==> src/rtl/core_run_ctrl_if.sv <==
// Host command handshake for core_run_ctrl: LOAD/RUN/STEP/HALT with address and data.
interface core_run_ctrl_if #(
    parameter int ADDR_W = 8
);
    logic              cmd_valid;
    logic              cmd_ready;
    logic [1:0]        cmd_op;
    logic [ADDR_W-1:0] cmd_addr;
    logic [31:0]       cmd_data;

    modport master (
        output cmd_valid,
        output cmd_op,
        output cmd_addr,
        output cmd_data,
        input  cmd_ready
    );

    modport slave (
        input  cmd_valid,
        input  cmd_op,
        input  cmd_addr,
        input  cmd_data,
        output cmd_ready
    );
endinterface

==> src/rtl/core_run_ctrl.sv <==
// Run controller for the single-cycle RV32I core: program load, core reset hold,
// free/bounded run, single step, and halt on breakpoint, limit or host request.
module core_run_ctrl #(
    parameter int ADDR_W = 8,
    parameter int CNT_W  = 16
) (
    input  logic              clk,
    input  logic              reset,
    core_run_ctrl_if.slave    cmd,
    input  logic              bp_en,
    input  logic [31:0]       bp_addr,
    input  logic [31:0]       pc_in,
    output logic              imem_we,
    output logic [ADDR_W-1:0] imem_waddr,
    output logic [31:0]       imem_wdata,
    output logic              core_reset,
    output logic              core_en,
    output logic [1:0]        state,
    output logic [1:0]        halt_cause,
    output logic [CNT_W-1:0]  retired_cnt,
    output logic              err
);
    localparam logic [1:0] ST_IDLE    = 2'b00;
    localparam logic [1:0] ST_RUN     = 2'b01;
    localparam logic [1:0] ST_STEP    = 2'b10;
    localparam logic [1:0] ST_HALTED  = 2'b11;

    localparam logic [1:0] OP_LOAD    = 2'b00;
    localparam logic [1:0] OP_RUN     = 2'b01;
    localparam logic [1:0] OP_STEP    = 2'b10;
    localparam logic [1:0] OP_HALT    = 2'b11;

    localparam logic [1:0] CAUSE_NONE  = 2'b00;
    localparam logic [1:0] CAUSE_LIMIT = 2'b01;
    localparam logic [1:0] CAUSE_BP    = 2'b10;
    localparam logic [1:0] CAUSE_HOST  = 2'b11;

    logic [1:0]        r_state;
    logic [1:0]        r_cause;
    logic              r_core_reset;
    logic              r_we;
    logic [ADDR_W-1:0] r_waddr;
    logic [31:0]       r_wdata;
    logic              r_err;
    logic              r_first;
    logic              r_halt_req;
    logic [CNT_W-1:0]  r_retired;
    logic [CNT_W-1:0]  r_run_cnt;
    logic [CNT_W-1:0]  r_limit;

    logic              w_accept;
    logic              w_bp_hit;
    logic              w_core_en;
    logic              w_lim_last;
    logic [CNT_W-1:0]  w_run_cnt_inc;

    // cmd_ready follows reset combinationally so no command can slip in during a reset cycle.
    assign cmd.cmd_ready = ~reset & (r_state != ST_STEP);
    assign w_accept      = cmd.cmd_valid & cmd.cmd_ready;

    // The breakpoint is skipped in the first RUN cycle so a resume from the breakpoint PC advances.
    assign w_bp_hit      = (r_state == ST_RUN) & bp_en & (pc_in == bp_addr) & ~r_first;
    assign w_core_en     = ((r_state == ST_RUN) & ~w_bp_hit & ~r_halt_req) | (r_state == ST_STEP);
    assign w_run_cnt_inc = r_run_cnt + CNT_W'(1);
    assign w_lim_last    = (r_state == ST_RUN) & w_core_en & (r_limit != '0) & (w_run_cnt_inc == r_limit);

    always_ff @(posedge clk) begin
        // NOTE: all state uses non-blocking assignment so every branch sees pre-edge values.
        if (reset) begin
            r_state      <= ST_IDLE;
            r_cause      <= CAUSE_NONE;
            r_core_reset <= 1'b1;
            r_we         <= 1'b0;
            r_waddr      <= '0;
            r_wdata      <= '0;
            r_err        <= 1'b0;
            r_first      <= 1'b0;
            r_halt_req   <= 1'b0;
            r_retired    <= '0;
            r_run_cnt    <= '0;
            r_limit      <= '0;
        end else begin
            r_we       <= 1'b0;
            r_err      <= 1'b0;
            r_first    <= 1'b0;
            r_halt_req <= 1'b0;

            if (w_core_en) begin
                if (r_retired != '1) r_retired <= r_retired + CNT_W'(1);
                if (r_run_cnt != '1) r_run_cnt <= w_run_cnt_inc;
            end

            case (r_state)
                ST_IDLE, ST_HALTED: begin
                    if (w_accept) begin
                        case (cmd.cmd_op)
                            OP_LOAD: begin
                                r_we    <= 1'b1;
                                r_waddr <= cmd.cmd_addr;
                                r_wdata <= cmd.cmd_data;
                            end
                            OP_RUN: begin
                                r_state      <= ST_RUN;
                                r_core_reset <= 1'b0;
                                r_cause      <= CAUSE_NONE;
                                r_first      <= 1'b1;
                                r_run_cnt    <= '0;
                                r_limit      <= cmd.cmd_data[CNT_W-1:0];
                            end
                            OP_STEP: begin
                                r_state      <= ST_STEP;
                                r_core_reset <= 1'b0;
                                r_cause      <= CAUSE_NONE;
                            end
                            default: begin
                                if (r_state == ST_HALTED) begin
                                    r_state      <= ST_IDLE;
                                    r_core_reset <= 1'b1;
                                    r_cause      <= CAUSE_NONE;
                                    r_retired    <= '0;
                                end
                            end
                        endcase
                    end
                end
                ST_RUN: begin
                    if (w_accept && (cmd.cmd_op != OP_HALT)) r_err <= 1'b1;
                    if (w_bp_hit) begin
                        r_state <= ST_HALTED;
                        r_cause <= CAUSE_BP;
                    end else if (w_lim_last) begin
                        r_state <= ST_HALTED;
                        r_cause <= CAUSE_LIMIT;
                    end else if (r_halt_req) begin
                        r_state <= ST_HALTED;
                        r_cause <= CAUSE_HOST;
                    end else if (w_accept && (cmd.cmd_op == OP_HALT)) begin
                        r_halt_req <= 1'b1;
                    end
                end
                default: begin
                    r_state <= ST_HALTED;
                    r_cause <= CAUSE_HOST;
                end
            endcase
        end
    end

    assign imem_we     = r_we;
    assign imem_waddr  = r_waddr;
    assign imem_wdata  = r_wdata;
    assign core_reset  = r_core_reset;
    assign core_en     = w_core_en;
    assign state       = r_state;
    assign halt_cause  = r_cause;
    assign retired_cnt = r_retired;
    assign err         = r_err;
endmodule

==> src/flat_wrapper.sv <==
// flat-port wrapper written by rule: the top's interface ports become plain ports
module core_run_ctrl_flat 
#(
    parameter int ADDR_W = 8,
    parameter int CNT_W  = 16
)
  (clk, reset, bp_en, bp_addr, pc_in, imem_we, imem_waddr, imem_wdata, core_reset, core_en, state, halt_cause, retired_cnt, err, cmd_cmd_valid, cmd_cmd_op, cmd_cmd_addr, cmd_cmd_data, cmd_cmd_ready);
  core_run_ctrl_if #(.ADDR_W(ADDR_W)) cmd_i ();
  input  logic clk;
  input  logic reset;
  input  logic bp_en;
  input  logic [31:0] bp_addr;
  input  logic [31:0] pc_in;
  output logic imem_we;
  output logic [ADDR_W-1:0] imem_waddr;
  output logic [31:0] imem_wdata;
  output logic core_reset;
  output logic core_en;
  output logic [1:0] state;
  output logic [1:0] halt_cause;
  output logic [CNT_W-1:0] retired_cnt;
  output logic err;
  input wire logic [$bits(cmd_i.cmd_valid)-1:0] cmd_cmd_valid;
  input wire logic [$bits(cmd_i.cmd_op)-1:0] cmd_cmd_op;
  input wire logic [$bits(cmd_i.cmd_addr)-1:0] cmd_cmd_addr;
  input wire logic [$bits(cmd_i.cmd_data)-1:0] cmd_cmd_data;
  output wire logic [$bits(cmd_i.cmd_ready)-1:0] cmd_cmd_ready;
  assign cmd_i.cmd_valid = cmd_cmd_valid;
  assign cmd_i.cmd_op = cmd_cmd_op;
  assign cmd_i.cmd_addr = cmd_cmd_addr;
  assign cmd_i.cmd_data = cmd_cmd_data;
  assign cmd_cmd_ready = cmd_i.cmd_ready;
  core_run_ctrl #(.ADDR_W(ADDR_W), .CNT_W(CNT_W)) u_core (.clk(clk), .reset(reset), .cmd(cmd_i), .bp_en(bp_en), .bp_addr(bp_addr), .pc_in(pc_in), .imem_we(imem_we), .imem_waddr(imem_waddr), .imem_wdata(imem_wdata), .core_reset(core_reset), .core_en(core_en), .state(state), .halt_cause(halt_cause), .retired_cnt(retired_cnt), .err(err));
endmodule
==> config.mk <==
export PLATFORM = sky130hd
export DESIGN_NAME = core_run_ctrl_flat
export DESIGN_NICKNAME = d
export VERILOG_FILES = /design/src/rtl/core_run_ctrl_if.sv /design/src/rtl/core_run_ctrl.sv /design/src/flat_wrapper.sv
export SDC_FILE = /design/constraint.sdc
export NUM_CORES = 1
export LEC_CHECK = 0
export ABC_AREA = 1
export CAP_MARGIN = 0
export CORE_MARGIN = 1.5
export CORE_UTILIZATION = 40
export CTS_CLUSTER_SIZE = 30
export DETAILED_ROUTE_END_ITERATION = 8
export GPL_ROUTABILITY_DRIVEN = 0
export GPL_TIMING_DRIVEN = 0
export PLACE_DENSITY = 0.72
export SYNTH_ARGS = -nofsm -noshare
export SYNTH_HDL_FRONTEND = slang
export SYNTH_SLANG_ARGS = --single-unit
==> constraint.sdc <==
create_clock -name clk -period 2.88 [get_ports clk]
set_input_delay 0.576 -clock clk [delete_from_list [all_inputs] [get_ports clk]]
set_output_delay 0.576 -clock clk [all_outputs]
set_load 0.005 [all_outputs]
# Word level (Yosys, flattened, before mapping)
# Index checks and enable logic that the tools add are counted.
# word_totals
register_bits	97
input_bits	110
out_inout_bits	65
word_cells	96
# classes
n_addsub	2
n_eq_ne	17
muxes	29
bitwise	19
reduce_logical	17
# ops
operator	n
two-way mux 16 bit	11
adder 16 x 1 -> 16 bit (second input constant)	2
equality test 32 bit	1
!= test 16 bit (second input constant)	2
equality test 16 bit	1
two-way mux 2 bit	8
nonzero test 16 bit	1
one-hot mux 2 bit (2 select lines)	3
AND reduction 4 bit	3
bitwise AND 1 bit	10
equality test 2 bit (second input constant)	4
inverter 1 bit	8
!= test 2 bit (second input constant)	3
one-hot mux 2 bit (3 select lines)	1
AND reduction 3 bit	2
OR reduction 2 bit	3
OR reduction 3 bit	2
two-way mux 1 bit	5
OR reduction 5 bit	1
equality test 2 x 1 -> 1 bit (second input constant)	2
logical NOT 2 bit	2
!= test 4 x 1 -> 1 bit (second input constant)	1
!= test 4 x 3 -> 1 bit (second input constant)	1
!= test 3 x 2 -> 1 bit (second input constant)	1
other kinds (5)	6

# Logic depth before layout (Yosys ltp)
# depth
word_depth	14
depth_mapped	18
depth_no_buf	18

# Least setup slack after synthesis
# Ideal clock, no wire load.
# synth_path
path_type	input port to output port
from	input bp_addr[21]
to	output core_en
t_arrival_ps	1550
required_time_ps	2304
setup_slack_ps	754
cell_stages	8
n_path_buf	1
cell_sequence	or2_2 -> a21oi_1 -> nand2_1 -> nor2_1 -> nand3_1 -> nand3_1 -> nand2_1 -> buf_2
# synth_between
elab_chain_cells	7
# synth_lines
element	line	source
from (decl)	flat_wrapper.sv:12	input logic [31:0] bp_addr;
equality test 32 bit	core_run_ctrl.sv:62	assign w_bp_hit = (r_state == ST_RUN) & bp_en & (pc_in == bp_addr) & ~r_first;
bitwise AND 1 bit (2 in series)	core_run_ctrl.sv:62	
inverter 1 bit	core_run_ctrl.sv:63	assign w_core_en = ((r_state == ST_RUN) & ~w_bp_hit & ~r_halt_req) | (r_state == ST_STEP);
bitwise AND 1 bit (2 in series)	core_run_ctrl.sv:63	
OR 1 bit	core_run_ctrl.sv:63	
to (decl)	flat_wrapper.sv:18	output logic core_en;
# Every way passes these cells.

# Worst setup path in the final report
# layout_path
from	input bp_en
to	output core_en
# layout_between
elab_chain_cells	7
# layout_lines
element	line	source
from (decl)	flat_wrapper.sv:11	input logic bp_en;
bitwise AND 1 bit (3 in series)	core_run_ctrl.sv:62	
inverter 1 bit	core_run_ctrl.sv:63	
bitwise AND 1 bit (2 in series)	core_run_ctrl.sv:63	
OR 1 bit	core_run_ctrl.sv:63	
# Every way passes these cells.

==> summary.md <==
| Metric | Value |
|---|---|
| Port bufs | `174` |
| Post-synthesis sequential area ratio | `38.25%` |
| Tot Pwr | `4.819 mW` |
| GR peak layer | `met2` |
| R2R setup slack | `0.25 ns` |
| Initial antenna violation count | `0` |
| Largest net degree at the start of global routing | `16` |
| First drt pass iteration count | `7` |
| Total gr overflow | `0` |
| Status | `completed` |
| First-pass GRT wire length | `approximately 23000 um` |
| Crit path to | `core_en` |
| DIE AREA | `~13000 um^2` |
| Vias per Instance | `4.787` |
| Synth top area share | `38.25%` |
| Hpwl dp | `10980 um` |
| Setup ws final | `0.1552 ns` |
| Synth warn | `0` |
| Die width | `115.7 um` |
| Reg2Reg Depth | `7` |
| Period Utilization, post-route | `94.61%` |
| Final core utilization | `60.65%` |
| Vias in the first global route | `approximately 5.0k` |
| Skew-Pair Late Insertion Delay | `0.34 ns` |
| CTS Hold Bufs | `0` |
| Syn Nets | `881` |
| Number of antenna diodes | `0` |
| RSZ-0062 raised after global routing | `false` |
| Nets | `1071` |
| Antenna Violating Nets Remaining | `0` |
| Dpl ws | `-0.4429 ns` |
| Main area contributors after synthesis | `dfxtp_1 (38%), nor2_1 (13%), nand2_1 (10%), inv_1 (6.7%), o21ai_0 (6.1%)` |
| Clock root cell | `clkbuf_16` |
| Global-route met1 utilization | `25.99%` |
| Syn Inst Count | `760` |
| # DRC | `0` |
| Total Routing Usage GR | `between 20 and 25%` |
| Deepest clock path buffer count | `2` |
| Tmin final | `around 2.7 ns` |
| Most frequent cells in the layout | `nor2_1 (174), clkdlybuf4s50_1 (173), nand2_1 (139)` |
| Met3 usage | `7.531%` |
| Hold Crit Class | `reg2reg` |
| Leak pwr | `3.108 nW` |
| Slew Viols, Final | `0` |
| Seq cells post-synth | `97` |
| Maximum vdd drop | `0.3018 mV` |
| Startpoint types | `input pin` |
| Final Routed Wirelength | `about 14000 um` |
| Leading register cell type out of synthesis | `dfxtp_1` |
| Row cnt | `40` |
| Number of clock sinks | `97` |
| CTS tree | `built` |
| Worst R2R Start | `u_core.state[0]` |
| Synth Cell Area | `5077 um^2` |
| Final Hold Viols | `0` |
| Io pins | `approximately 180` |
| Die height | `115.7 um` |
| Drt initial violations | `231` |
| Htree depth | `3` |
| Met2 GRT Util | `36.13%` |
| Core area | `12210 um^2` |
| WS Path Type | `in2out` |
| Setup crit end kind | `output port` |
| Post-Syn Area per Cell | `~6.7 um^2` |
| Worst Setup SP | `bp_en` |
| Fraction of layout cells with a size suffix above 1 | `under 10%` |
| Final setup violation count | `0` |
| Leading area contributor after synthesis | `dfxtp_1` |
| Required time of the worst setup path | `2.30 ns` |
| Max Clock Skew | `0.006400 ns` |
| Commonest non-fill, non-tap cell in the layout | `nor2_1` |
| Per-cell routed wire length | `around 13 um` |
| Slew at the pin with the worst max-slew slack | `0.8048 ns` |
| Post-synth EDFFs | `0` |
| Distinct cells, synth | `34` |
| Pwr/cell area | `650.7 nW/um^2` |
| P&R area growth vs syn | `45.86%` |
| Starting Density | `around two fifths` |
| Vias | `5366` |
| Worst path arrival time | `2.15 ns` |
| Critical-path maximum fanout | `4` |
| CTS Buf Count | `9` |
| Clock slew at reported path FFs | `0.06 ns` |
| Fmax | `367.0 MHz` |
| MaxCap Viol Count | `0` |
| Fraction of registers with async set/reset | `0%` |
| FF-to-FF End | `u_core.retired_cnt[11]` |
| Setup_tns | `0 ns` |
| Relative slew slack | `between 40% and 50%` |
| Hold WS | `roughly 0.48 ns` |
-- power by group --
part,switching (mW),leakage [nW],internal (mW)
sequential,0.215,0.788,1.57
combinational,1.03,2.19,0.841
clock,0.503,0.133,0.663
total,1.75,3.11,3.07
-- sequential cells by signal, indices dropped and copies added, names as in the netlist --
register	cells
u_core.retired_cnt	16
u_core.imem_we	1
u_core.imem_waddr	8
u_core.core_reset	1
u_core.r_limit	16
u_core.r_halt_req	1
u_core.halt_cause	2
u_core.r_run_cnt	16
u_core.r_first	1
u_core.state	2
u_core.imem_wdata	32
u_core.err	1
-- final cells by class --
type | instances | area [um^2]
inverter | 92 | 345.3
clock inverter | 5 | 58.81
tap | 168 | 210.2
sequential | 97 | 1942
multi-input combinational | 550 | 2760
clock buffer | 9 | 225.2
buffer | 21 | 90.09
fill | 1155 | 4806
timing repair buffer | 179 | 1774
-- cells by family (layout without fill, tap and decap cells) --
kind of cell	count (synthesis)	count (layout)	share of synthesized area (%)
AO/OA/AOI/OAI	111	111	12.12
XOR/XNOR	27	27	5.200
adder cells (fa/ha/maj)	11	11	2.711
buffers and inverters	113	306	8.452
flip-flops	97	97	38.25
AND/OR/NAND/NOR	401	401	33.27
-- through the flow --
step                cell area, um^2  std cells
floorplan                      5077        760
global placement               7029       1102
detailed placement             7029       1102
CTS                            7385       1119
global route                   7406       1121
finish                         7406       1121
-- synthesized netlist by cell type, drive strengths merged, types with 4 or more instances --
cell and instances:
dfxtp 97, a221oi 5, a211oi 11, nand4 11, nor2 186, nor3 11
nand2 146, xor2 18, inv 91, nand3 41, xnor2 7, clkbuf 17
ha 11, o21ai 62, a21oi 27, buf 4
-- critical path, stage by stage --
cell and delay (ns):
clkdlybuf4s50_1 0.46, nand2_1 0.06, nor2_2 0.14, nand2_1 0.09, nor2_2 0.12, nand3_2 0.07, nor2_2 0.12, nand3_2 0.11
nand3_2 0.11, nand2_4 0.06, buf_6 0.12, clkbuf_2 0.10
-- how the worst min path moves through the flow --
stage	from	endpoint	slack, ns	cells after the start
after detailed placement	u_core.core_reset	u_core.core_reset	0.47	2
after global routing	u_core.core_reset	u_core.core_reset	0.50	2
after floorplan	u_core.r_limit[6]	u_core.r_limit[6]	0.46	2
after CTS	u_core.core_reset	u_core.core_reset	0.48	2
final	u_core.core_reset	u_core.core_reset	0.48	2
after global placement	u_core.core_reset	u_core.core_reset	0.46	2
-- repair_timing --
action                     CTS  global route
pin swaps                    5             7
buffers inserted             3             2
resized for setup           14             6
setup endpoints to repair    1             1
-- layer usage --
metal,vias up,share of wire (%)
li1,2803,-
met1,2330,43
met2,205,45
met3,28,11
met4,0,1.8
met5,-,0
Note: power is estimated with default switching activity, not from simulation.
